### config.mk
export PLATFORM = sky130hd
export DESIGN_NAME = uart_frame_loader
export DESIGN_NICKNAME = d
export VERILOG_FILES = /design/src/rtl/uart_frame_loader.sv
export SDC_FILE = /design/constraint.sdc
export NUM_CORES = 1
export LEC_CHECK = 0
export ABC_AREA = 1
export BUFFER_PORTS_ARGS = -buffer_cell sky130_fd_sc_hd__buf_2
export CAP_MARGIN = 20
export CORE_MARGIN = 2
export CORE_UTILIZATION = 30
export CTS_CLUSTER_SIZE = 40
export DETAILED_ROUTE_END_ITERATION = 7
export REMOVE_ABC_BUFFERS = 1
export SYNTH_ARGS = -nofsm -noshare
export SYNTH_HDL_FRONTEND = slang
export SYNTH_SLANG_ARGS = --single-unit
### constraint.sdc
create_clock -name clk_i -period 4.83 [get_ports clk_i]
set_input_delay 0.966 -clock clk_i [delete_from_list [all_inputs] [get_ports clk_i]]
set_output_delay 0.966 -clock clk_i [all_outputs]
set_load 0.02 [all_outputs]
### src/rtl/uart_frame_loader.sv
// Framed program loader: length header, payload packed into words and written from BASE_ADDR,
// XOR checksum. Holds the CPU in reset while loading and reports sticky done/err.
module uart_frame_loader #(
  parameter int unsigned WORD_WIDTH     = 16,
  parameter int unsigned ADDR_WIDTH     = 16,
  parameter int unsigned BASE_ADDR      = 0,
  parameter bit          BIG_ENDIAN     = 1'b1,
  parameter int unsigned TIMEOUT_CYCLES = 50000
) (
  input  logic                  clk_i,
  input  logic                  rst_i,
  input  logic                  load_en_i,
  input  logic                  byte_valid_i,
  input  logic [7:0]            byte_data_i,
  output logic [ADDR_WIDTH-1:0] mem_addr_o,
  output logic [WORD_WIDTH-1:0] mem_data_o,
  output logic                  mem_we_o,
  output logic                  cpu_hold_o,
  output logic                  busy_o,
  output logic                  done_o,
  output logic                  err_o,
  output logic [ADDR_WIDTH-1:0] word_count_o
);

  localparam int unsigned BPW = WORD_WIDTH / 8;
  localparam int unsigned BCW = (BPW > 1) ? $clog2(BPW) : 1;
  localparam int unsigned TW  = (TIMEOUT_CYCLES > 1) ? $clog2(TIMEOUT_CYCLES) : 1;
  localparam logic [BCW-1:0]        BCNT_LAST = BCW'(BPW - 1);
  localparam logic [TW-1:0]         TMO_LAST  = TW'(TIMEOUT_CYCLES - 1);
  localparam logic [ADDR_WIDTH-1:0] BASE      = ADDR_WIDTH'(BASE_ADDR);

  // IDLE wait load_en | LEN header | DATA payload | CSUM check byte | DONE/ERR wait load_en low
  localparam logic [2:0] S_IDLE = 3'd0;
  localparam logic [2:0] S_LEN  = 3'd1;
  localparam logic [2:0] S_DATA = 3'd2;
  localparam logic [2:0] S_CSUM = 3'd3;
  localparam logic [2:0] S_DONE = 3'd4;
  localparam logic [2:0] S_ERR  = 3'd5;

  logic [2:0]            state_q, state_d;
  logic                  hdr_q, hdr_d;
  logic [7:0]            len_hi_q, len_hi_d;
  logic [ADDR_WIDTH-1:0] len_q, len_d;
  logic [BCW-1:0]        bcnt_q, bcnt_d;
  logic [WORD_WIDTH-1:0] shift_q, shift_d;
  logic [7:0]            csum_q, csum_d;
  logic [ADDR_WIDTH-1:0] wcnt_q, wcnt_d;
  logic [TW-1:0]         tmo_q, tmo_d;
  logic                  we_q, we_d;
  logic [ADDR_WIDTH-1:0] addr_q, addr_d;
  logic [WORD_WIDTH-1:0] data_q, data_d;
  logic                  done_q, done_d;
  logic                  err_q, err_d;
  logic                  hold_q;

  logic [WORD_WIDTH-1:0] byte_ext;
  logic [WORD_WIDTH-1:0] word_nx;
  logic [ADDR_WIDTH-1:0] hdr_len;

  assign byte_ext = WORD_WIDTH'(byte_data_i);
  assign word_nx  = BIG_ENDIAN ? ((shift_q << 8) | byte_ext)
                               : ((shift_q >> 8) | (byte_ext << (WORD_WIDTH - 8)));
  assign hdr_len  = ADDR_WIDTH'({len_hi_q, byte_data_i});

  always_comb begin
    state_d  = state_q;
    hdr_d    = hdr_q;
    len_hi_d = len_hi_q;
    len_d    = len_q;
    bcnt_d   = bcnt_q;
    shift_d  = shift_q;
    csum_d   = csum_q;
    wcnt_d   = wcnt_q;
    tmo_d    = '0;
    we_d     = 1'b0;
    addr_d   = addr_q;
    data_d   = data_q;
    done_d   = done_q;
    err_d    = err_q;
    case (state_q)
      S_IDLE: begin
        if (load_en_i) begin
          state_d = S_LEN;
          hdr_d   = 1'b0;
          bcnt_d  = '0;
          shift_d = '0;
          csum_d  = '0;
          wcnt_d  = '0;
          done_d  = 1'b0;
          err_d   = 1'b0;
        end
      end
      S_LEN, S_DATA, S_CSUM: begin
        if (!load_en_i) begin
          state_d = S_IDLE;
        end else if (byte_valid_i) begin
          // a byte always beats a coinciding timeout and restarts the counter
          if (state_q == S_LEN) begin
            if (!hdr_q) begin
              hdr_d    = 1'b1;
              len_hi_d = byte_data_i;
            end else begin
              len_d   = hdr_len;
              state_d = (hdr_len == '0) ? S_CSUM : S_DATA;
            end
          end else if (state_q == S_DATA) begin
            csum_d  = csum_q ^ byte_data_i;
            shift_d = word_nx;
            if (bcnt_q == BCNT_LAST) begin
              bcnt_d = '0;
              we_d   = 1'b1;
              addr_d = BASE + wcnt_q;
              data_d = word_nx;
              wcnt_d = wcnt_q + ADDR_WIDTH'(1);
              if (wcnt_q == len_q - ADDR_WIDTH'(1)) state_d = S_CSUM;
            end else begin
              bcnt_d = bcnt_q + BCW'(1);
            end
          end else if (byte_data_i == csum_q) begin
            state_d = S_DONE;
            done_d  = 1'b1;
          end else begin
            state_d = S_ERR;
            err_d   = 1'b1;
          end
        end else if (tmo_q == TMO_LAST) begin
          state_d = S_ERR;
          err_d   = 1'b1;
        end else begin
          tmo_d = tmo_q + TW'(1);
        end
      end
      S_DONE, S_ERR: begin
        if (!load_en_i) state_d = S_IDLE;
      end
      default: state_d = S_IDLE;
    endcase
  end

  always_ff @(posedge clk_i or posedge rst_i) begin
    if (rst_i) begin
      state_q  <= S_IDLE;
      hdr_q    <= 1'b0;
      len_hi_q <= '0;
      len_q    <= '0;
      bcnt_q   <= '0;
      shift_q  <= '0;
      csum_q   <= '0;
      wcnt_q   <= '0;
      tmo_q    <= '0;
      we_q     <= 1'b0;
      addr_q   <= '0;
      data_q   <= '0;
      done_q   <= 1'b0;
      err_q    <= 1'b0;
      hold_q   <= 1'b0;
    end else begin
      state_q  <= state_d;
      hdr_q    <= hdr_d;
      len_hi_q <= len_hi_d;
      len_q    <= len_d;
      bcnt_q   <= bcnt_d;
      shift_q  <= shift_d;
      csum_q   <= csum_d;
      wcnt_q   <= wcnt_d;
      tmo_q    <= tmo_d;
      we_q     <= we_d;
      addr_q   <= addr_d;
      data_q   <= data_d;
      done_q   <= done_d;
      err_q    <= err_d;
      hold_q   <= load_en_i | (state_q != S_IDLE);
    end
  end

  assign mem_addr_o   = addr_q;
  assign mem_data_o   = data_q;
  assign mem_we_o     = we_q;
  assign cpu_hold_o   = hold_q;
  assign busy_o       = (state_q == S_LEN) || (state_q == S_DATA) || (state_q == S_CSUM);
  assign done_o       = done_q;
  assign err_o        = err_q;
  assign word_count_o = wcnt_q;

endmodule

==> results of run 1 <==
## path summary, 6_finish.rpt
kind	from	end	slack, ns	cells after the start
max in group asynchronous	rst_i	word_count_o[12]	3.24	3
hold reg to reg	tmo_q[0]	tmo_q[0]	0.46	1
min in group asynchronous	rst_i	tmo_q[13]	0.69	2
hold / removal	tmo_q[0]	tmo_q[0]	0.46	1
setup / recovery	state_q[2]	word_count_o[0]	2.17	10
setup reg to reg	state_q[2]	word_count_o[0]	2.17	10
## per-layer routing
metal	up-vias	track usage [%]
met5	-	0
met4	0	5.32
met3	21	4.99
met2	97	22.5
met1	2159	18.9
li1	2362	-
## state kept, by name, summed over array words and instances (netlist names), 3 cells and up
register,flops
len_q,16
mem_addr_o,16
mem_data_o,16
tmo_q,16
word_count_o,16
csum_q,8
len_hi_q,8
shift_q,8
state_q,3
## critical path, stage by stage (launching register included)
cell      delay (ns)
dfrtp_1         0.49
nor2_4          0.14
buf_4           0.26
nand2_2         0.13
nand3_4         0.20
a21oi_4         0.11
inv_2           0.13
nor2_4          0.05
inv_2           0.70
nor2_1          0.12
o21bai_1        0.19
## cell usage in the layout, fill, tap and decap left out, types with 2 or more instances in the layout
| cell type | Yosys | routed |
|---|---|---|
| o21bai_1 | 2 | 2 |
| a31oi_1 | 3 | 3 |
| nand4_1 | 8 | 8 |
| nor3b_1 | 2 | 2 |
| buf_4 | 0 | 4 |
| nor4_1 | 4 | 4 |
| clkbuf_8 | 0 | 2 |
| inv_2 | 9 | 9 |
| xnor2_1 | 9 | 9 |
| a21oi_1 | 17 | 17 |
| o21ai_1 | 50 | 50 |
| inv_1 | 74 | 73 |
| nand2_1 | 170 | 170 |
| ha_1 | 3 | 3 |
| o31ai_1 | 5 | 5 |
| clkinv_2 | 0 | 6 |
| o21a_1 | 2 | 2 |
| clkbuf_16 | 0 | 17 |
| clkbuf_1 | 5 | 4 |
| nand3b_1 | 2 | 2 |
| xor2_1 | 14 | 14 |
| nor3_1 | 17 | 16 |
| nor2_1 | 69 | 69 |
| buf_2 | 9 | 64 |
| o21ai_0 | 36 | 36 |
| nand3_1 | 40 | 40 |
| dfrtp_1 | 113 | 113 |
| mux2_1 | 3 | 3 |
| nor3_2 | 2 | 3 |
| nor2_4 | 3 | 3 |
## power breakdown
group	internal, mW	switching, mW
combinational	0.503	1.04
sequential	1.26	0.229
clock	0.668	0.405
## area by class of cell
cell class | instances | area, um^2 | share of cell area (%)
Timing Repair Buffer | 68 | 350 | 5.29
Clock buffer | 23 | 468 | 7.07
Tap cell | 229 | 287 | 4.33
Clock inverter | 7 | 37.5 | 0.567
Inverter | 84 | 318 | 4.80
Sequential cell | 113 | 2830 | 42.7
Multi-Input combinational cell | 471 | 2330 | 35.3
## cells by family (layout without fill, tap and decap cells)
family                     after synthesis  count (layout)
DFF                                    113             113
adders and majority gates                3               3
and+or+nand+nor                        323             323
buffers and inverters                   98             182
AOI/OAI and AO/OA                      118             118
xor gates and xnor gates                24              24
muxes                                    3               3
## through the flow
stage	area, um^2	total power [mW]	utilization, %	setup slack [ns]
6_report	6620	4.11	36.7	2.17
5_1_grt	6620	4.43	36.7	1.91
4_1_cts	6620	4.15	36.7	2.15
3_5_place_dp	6120	3.05	33.9	1.79
3_3_place_gp	6120	3.02	33.9	1.82
2_1_floorplan	5470	2.58	-	0.877
==> results.yml, run 1 <==
sta:
  holdWs_ns: 0.458
  rsz0062_at_grt: "false"
  worstMarginPinSlew_ns: 0.974
  finalHoldViolCount: 0
  fmax_ghz: 0.376
  slew_violations: 0
  period_share_pct: 55.0
  setup_viol: 0
  setup_tns_ns: 0
  skew_ns: 0.0123
  maxSlewHeadroom_pct: 35.0
  layout_min_cycle_time_ns: 2.66
grt:
  overflow: 0
  grt_pass1_vias: 4513
  grt_max_degree: 64
  grt_usage_pct: 14.5
  grt_pass1_wl_um: 22700
  antenna_found_initial: 0
placement:
  dp_cells: 965
  port_buffers: 64
  dp_hpwl_um: 9770
  gp_congestion: 0.820
setup_path:
  arrival_ns: 2.94
  startpoint_type: "flip-flop"
  crit_fanout: 63
  cp.required_ns: 5.11
  worstSetupEndpointType: "flip-flop"
  critPathKind: "flip-flop to flip-flop"
synthesis:
  yosysMostFrequentCell: "nand2_1"
  synthMuxAreaShare_pct: 0.610
  yosys.area.top_type: "dfrtp_1"
  synth_edf_count: 0
  synthTopCellsByArea: "dfrtp_1 51%, nand2_1 12%, inv_1 5.0%"
  synthArstFlopShare_pct: 100
  ys_ff_latch: 113
  synth_cells: 682
  yosysWarnings: 0
  synth_compound_area_share_pct: 11.5
  synth-main-ff-cell: "dfrtp_1"
  yosysSeqAreaShare_pct: 51.1
  synth_area_um2: 5540
  synthSimpleGateAreaFrac_pct: 25.3
  yosys-top-cells-count: "170 x nand2_1, 113 x dfrtp_1, 74 x inv_1"
  synthDistinctLibCells: 37
  synth-adder-area-share_pct: 0.678
  synth_top_family_by_area: "simple AND/OR/NAND/NOR gates"
  synth-xor-area-share_pct: 4.05
  synth.top_cell.area_share_pct: 51.1
  synth_area_per_cell_um2: 8.12
floorplanning:
  die_y_um: 140
  io_pins: 65
  start_util_pct: 30.7
  fp.dieW_um: 140
  coreArea_um2: 18000
  die-area_um2: 19600
  row_count: 49
cts:
  clockRootBuffer: "clkbuf_16"
  cts_max_level: 4
  clock_path_buffers: 2
  cts_tree: "done"
  clock_latency_ns: 0.41
  post_cts_buffers: 0
  cts_buffers: 17
  cts.sinks: 113
  holdBufCountCts: 0
  path_clk_slew_ns: 0.05
  cts_resized: 0
cells_and_area:
  area_growth_syn_to_layout_pct: 19.6
  antenna_cells: 0
  nNetsFinal: 770
  final_cells: 995
  fill_cells: 1914
  drive_gt1_share_pct: 15.1
routing:
  wl_met2_um: 6110
  ant_nets: 0
  vias: 4639
  via_per_inst: 4.66
  first_iter_violations: 272
  finalWirelength_um: 13400
  wl_met3_um: 656
  wl_met1_um: 6350
  dr.max_layer_used: "met4"
  drcViolationCount: 0
  drtPass1Iterations: 5
  post_drt_wl_per_cell_um: 13.5
power_and_ir_drop:
  powerDensity_nw_per_um2: 620
  p_leak_nw: 3.13
  vdd_ir_drop_max_v: 0.000349
status:
  status: "completed"
worst_hold_path:
  hold_class: "flip-flop to flip-flop"
job:
  drv_cap: 0
Note: power is estimated with default switching activity, not from simulation.
==> inputs of run 2 (changes only) <==
--- a/config.mk
+++ b/config.mk
@@ -5,7 +5,7 @@
 export SDC_FILE = /design/constraint.sdc
 export NUM_CORES = 1
 export LEC_CHECK = 0
-export ABC_AREA = 1
+export ABC_AREA = 0
 export BUFFER_PORTS_ARGS = -buffer_cell sky130_fd_sc_hd__buf_2
 export CAP_MARGIN = 20
 export CORE_MARGIN = 2
==> constraint.sdc (replaced) <==
create_clock -name clk_i -period 2.2 [get_ports clk_i]
set_input_delay 0.44 -clock clk_i [delete_from_list [all_inputs] [get_ports clk_i]]
set_output_delay 0.44 -clock clk_i [all_outputs]
set_load 0.02 [all_outputs]
==> results.yml, run 2 <==
sta:
  rsz0062_at_grt: "true"
  layout_min_cycle_time_ns: 2.48
  period_share_pct: 113
  finalHoldViolCount: 0
  maxSlewHeadroom_pct: 71.7
  slew_violations: 0
  worstMarginPinSlew_ns: 0.424
  setup_viol: 18
  skew_ns: 0.0102
  holdWs_ns: 0.0357
  fmax_ghz: 0.404
  worst_slack_ns: -0.278
power_and_ir_drop:
  vdd_ir_drop_max_v: 0.000730
  p_total_mw: 8.22
  p_leak_nw: 3.53
  powerDensity_nw_per_um2: 1150
cells_and_area:
  final_common_cell: "dfrtp_1"
  area_growth_syn_to_layout_pct: 32.8
  nNetsFinal: 658
  drive_gt1_share_pct: 34.8
  layout_common_cells: "113 x dfrtp_1, 74 x nand2_1, 64 x buf_2"
  antenna_cells: 0
synthesis:
  synth_top_family_by_area: "simple AND/OR/NAND/NOR gates"
  synth_edf_count: 0
  synth_area_per_cell_um2: 10.4
  yosysMostFrequentCell: "dfrtp_1"
  yosysWarnings: 0
  synthArstFlopShare_pct: 100
  synth-adder-area-share_pct: 0.700
  synthDistinctLibCells: 46
  synth_cells: 516
  synth-main-ff-cell: "dfrtp_1"
  yosysSeqAreaShare_pct: 52.7
  synth-xor-area-share_pct: 8.66
  synthMuxAreaShare_pct: 10.1
  synth_area_um2: 5360
  synth_compound_area_share_pct: 6.79
  yosys-top-cells-count: "113 x dfrtp_1, 75 x nand2_1, 55 x nor2_1"
  synthSimpleGateAreaFrac_pct: 18.4
  synth.top_cell.area_share_pct: 52.7
  synthTopCellsByArea: "dfrtp_1 53%, mux2_2 7.6%, xnor2_1 5.4%"
  ys_ff_latch: 113
  yosys.area.top_type: "dfrtp_1"
setup_path:
  slowest_delay_ns: 0.53
  critPathKind: "flip-flop to flip-flop"
  arrival_ns: 2.78
  crit_fanout: 9
  rrSetupSlack_ns: -0.28
  crit_family: "simple AND/OR/NAND/NOR gates"
  path_cells: "or4b_1 > nor4_2 > a311o_2 > nand2b_1 > a221o_1 > or2_4 > buf_12 > mux2_4"
  worstSetupEndpointType: "flip-flop"
  slowest_stage: "or4b_1"
  cp.required_ns: 2.50
  startpoint_type: "flip-flop"
  cp.buffers_inverters: 1
cts:
  cts_tree: "done"
  cts_buffers: 17
  cts.sinks: 113
  holdBufCountCts: 0
  path_clk_slew_ns: 0.05
  clock_latency_ns: 0.42
  clockRootBuffer: "clkbuf_16"
  cts_max_level: 4
  clock_path_buffers: 2
worst_hold_path:
  hold_class: "primary input to async pin"
placement:
  dp_hpwl_um: 9360
  pre_cts_ws_ns: -0.356
  port_buffers: 64
  gp_congestion: 0.849
floorplanning:
  fp.dieW_um: 138
  die-area_um2: 19000
  die_y_um: 138
  start_util_pct: 30.8
  coreArea_um2: 17400
  row_count: 48
  io_pins: 65
routing:
  via_per_inst: 4.77
  drcViolationCount: 0
  finalWirelength_um: 13200
  drtPass1Iterations: 4
  post_drt_wl_per_cell_um: 15.0
  first_iter_violations: 241
  vias: 4204
  ant_nets: 0
grt:
  antenna_found_initial: 0
  grt_pass1_vias: 4237
  grt_pass1_wl_um: 21400
  grt_usage_pct: 14.7
  overflow: 0
  grt_max_degree: 36
job:
  drv_cap: 0
status:
  status: "finished with violations"
  violations: "setup timing"
-- run 2: worst paths after layout --
check / start / to / cells after the start
max: tmo_q[12] / len_q[7] / 8
min: rst_i / len_hi_q[1] / 2
max reg2reg: tmo_q[12] / len_q[7] / 8
min reg2reg: shift_q[5] / shift_q[5] / 2
max in group asynchronous: rst_i / len_q[3] / 3
min in group clk_i: byte_data_i[0] / len_hi_q[0] / 3
-- run 2: logic make-up (layout without fill, tap and decap cells) --
logic type | Yosys count | in the layout
fa+ha+maj | 3 | 3
mux | 45 | 45
buf+inv | 34 | 174
xor+xnor | 53 | 53
compound gates | 56 | 56
simple gates | 212 | 212
flops | 113 | 113
-- run 2: per-layer routing --
| metal | global-route usage [%] | share of wire [%] | up-vias |
|---|---|---|---|
| met3 | 4.42 | 4.1 | 16 |
| li1 | - | - | 2012 |
| met5 | 0 | 0 | - |
| met4 | 4.82 | 1.3 | 0 |
| met1 | 18.5 | 46 | 2091 |
| met2 | 24.1 | 49 | 85 |
-- run 2: cell type report --
class | count | area [um^2]
Sequential cell | 113 | 2830
Multi-Input combinational cell | 369 | 2480
Clock buffer | 22 | 484
Clock inverter | 10 | 131
Tap cell | 225 | 282
Inverter | 13 | 51.3
Fill cell | 1657 | 10300
Timing Repair Buffer | 129 | 867
-- run 2: timing repair --
action	in CTS	in global routing
pin swaps	8	4
gates resized for setup	10	10
setup endpoints to repair	21	24
setup buffers	1	6
gates cloned	0	1
hold endpoints to repair	0	0
-- run 2: power by group --
part           leakage (nW)  switching, mW  internal, mW
sequential             1.53          0.390          2.47
clock                 0.306          0.943          1.89
combinational          1.69           1.26          1.26
-- run 2: per-stage QoR --
step	TNS (ns)	util, %	cell area [um^2]	cells
2_1_floorplan	-149.08	-	5270	495
4_1_cts	-4.51	40.2	7010	874
3_3_place_gp	-5.53	36.4	6340	841
5_1_grt	-7.00	40.9	7120	881
3_5_place_dp	-6.05	36.4	6340	841
6_report	-4.50	40.9	7120	881
==> inputs of run 3 (changes only) <==
--- a/config.mk
+++ b/config.mk
@@ -12,6 +12,7 @@
 export CORE_UTILIZATION = 30
 export CTS_CLUSTER_SIZE = 40
 export DETAILED_ROUTE_END_ITERATION = 7
+export MAX_ROUTING_LAYER = met4
 export REMOVE_ABC_BUFFERS = 1
 export SYNTH_ARGS = -nofsm -noshare
 export SYNTH_HDL_FRONTEND = slang
==> results.yml, run 3 (synthesis results as in run 2) <==
cts:
  clock_latency_ns: 0.42
  clock_path_buffers: 2
  cts_buffers: 17
  cts_tree: "done"
  path_clk_slew_ns: 0.05
  clockRootBuffer: "clkbuf_16"
  cts_max_level: 4
  cts.sinks: 113
  holdBufCountCts: 0
setup_path:
  crit_path_start: "tmo_q[12]"
  worstSetupEndpointType: "flip-flop"
  cp.required_ns: 2.50
  crit_fanout: 9
  timing.rr.start: "tmo_q[12]"
  reg2reg_depth: 8
  crit_end: "len_q[7]"
  rrSetupSlack_ns: -0.28
  critPathKind: "flip-flop to flip-flop"
  r2r_end: "len_q[7]"
  arrival_ns: 2.78
  startpoint_type: "flip-flop"
sta:
  holdWs_ns: 0.0350
  rsz0062_at_grt: "true"
  skew_ns: 0.00981
  worstMarginPinSlew_ns: 0.423
  slew_violations: 0
  maxSlewHeadroom_pct: 71.8
  period_share_pct: 113
  worst_slack_ns: -0.281
  layout_min_cycle_time_ns: 2.48
  setup_viol: 18
  finalHoldViolCount: 0
  fmax_ghz: 0.403
cells_and_area:
  nNetsFinal: 658
  drive_gt1_share_pct: 34.8
  layout_common_cells: "113 x dfrtp_1, 74 x nand2_1, 64 x buf_2"
  fill_cells: 1657
  final_util_pct: 40.9
  area_growth_syn_to_layout_pct: 32.8
  antenna_cells: 0
  final_common_cell: "dfrtp_1"
routing:
  vias: 4209
  drcViolationCount: 0
  drtPass1Iterations: 4
  ant_nets: 0
  post_drt_wl_per_cell_um: 14.9
  via_per_inst: 4.78
  finalWirelength_um: 13200
  first_iter_violations: 279
floorplanning:
  fp.dieW_um: 138
  start_util_pct: 30.8
  io_pins: 65
  die_y_um: 138
  coreArea_um2: 17400
  die-area_um2: 19000
  row_count: 48
grt:
  grt_usage_pct: 15.1
  grt_max_degree: 36
  grt_pass1_wl_um: 21400
  antenna_found_initial: 0
  overflow: 0
  grt_pass1_vias: 4228
worst_hold_path:
  hold_class: "primary input to async pin"
placement:
  port_buffers: 64
  gp_congestion: 0.863
  dp_hpwl_um: 9360
status:
  violations: "setup timing"
  status: "finished with violations"
power_and_ir_drop:
  powerDensity_nw_per_um2: 1150
  vdd_ir_drop_max_v: 0.000732
  p_leak_nw: 3.53
job:
  drv_cap: 0
==> run 3: cell counts in the layout (fill, tap and decap cells not counted) <==
Identical to the previous run, type by type.
==> run 3: critical path, stage by stage, from the launching register on <==
cell and delay [ns]:
dfrtp_1 0.37, or4b_1 0.53, nor4_2 0.14, a311o_2 0.21
nand2b_1 0.06, a221o_1 0.32, or2_4 0.29, buf_12 0.16
mux2_4 0.29
==> run 3: layout make-up <==
type	count	area [um^2]	share of cell area (%)
inverter	13	51.3	0.720
timing repair buffer	129	867	12.2
clock inverter	10	131	1.84
multi-input combinational	369	2480	34.8
clock buffer	22	484	6.80
tap	225	282	3.95
sequential	113	2830	39.7
==> run 3: through the flow <==
step / area [um^2] / setup TNS (ns) / total power, mW / cells / worst slack (ns)
after global routing: 7120 / -7.00 / 8.69 / 881 / -0.418
after global placement: 6340 / -5.53 / 5.12 / 841 / -0.334
after floorplan: 5270 / -149.08 / 4.22 / 495 / -1.23
after CTS: 7010 / -4.51 / 8.20 / 874 / -0.289
final: 7120 / -4.54 / 8.22 / 881 / -0.281
after detailed placement: 6340 / -6.05 / 5.25 / 841 / -0.356
==> run 3: power breakdown <==
| group | switching (mW) | internal (mW) |
|---|---|---|
| logic | 1.26 | 1.26 |
| registers | 0.391 | 2.47 |
| clock network | 0.939 | 1.89 |
==> run 3: worst min path at each step <==
stage	start	end	slack [ns]
final	rst_i	len_hi_q[1]	0.04
after global routing	rst_i	done_o	0.06
after CTS	rst_i	done_o	0.04
after detailed placement	shift_q[1]	shift_q[1]	0.46
after global placement	tmo_q[0]	tmo_q[0]	0.44
after floorplan	tmo_q[0]	tmo_q[0]	0.43
==> run 3: timing repair <==
item / CTS / global route
resized for setup: 10 / 10
setup endpoints to repair: 21 / 24
gates cloned: 0 / 1
pin swaps: 8 / 4
buffers inserted: 1 / 6
==> run 3: routing by layer <==
layer	vias up	routed length, um	track usage [%]
met1	2091	5990	18.7
met2	86	6460	24.0
met4	0	149	4.82
met3	15	566	4.23
met5	-	0	-
li1	2017	-	-
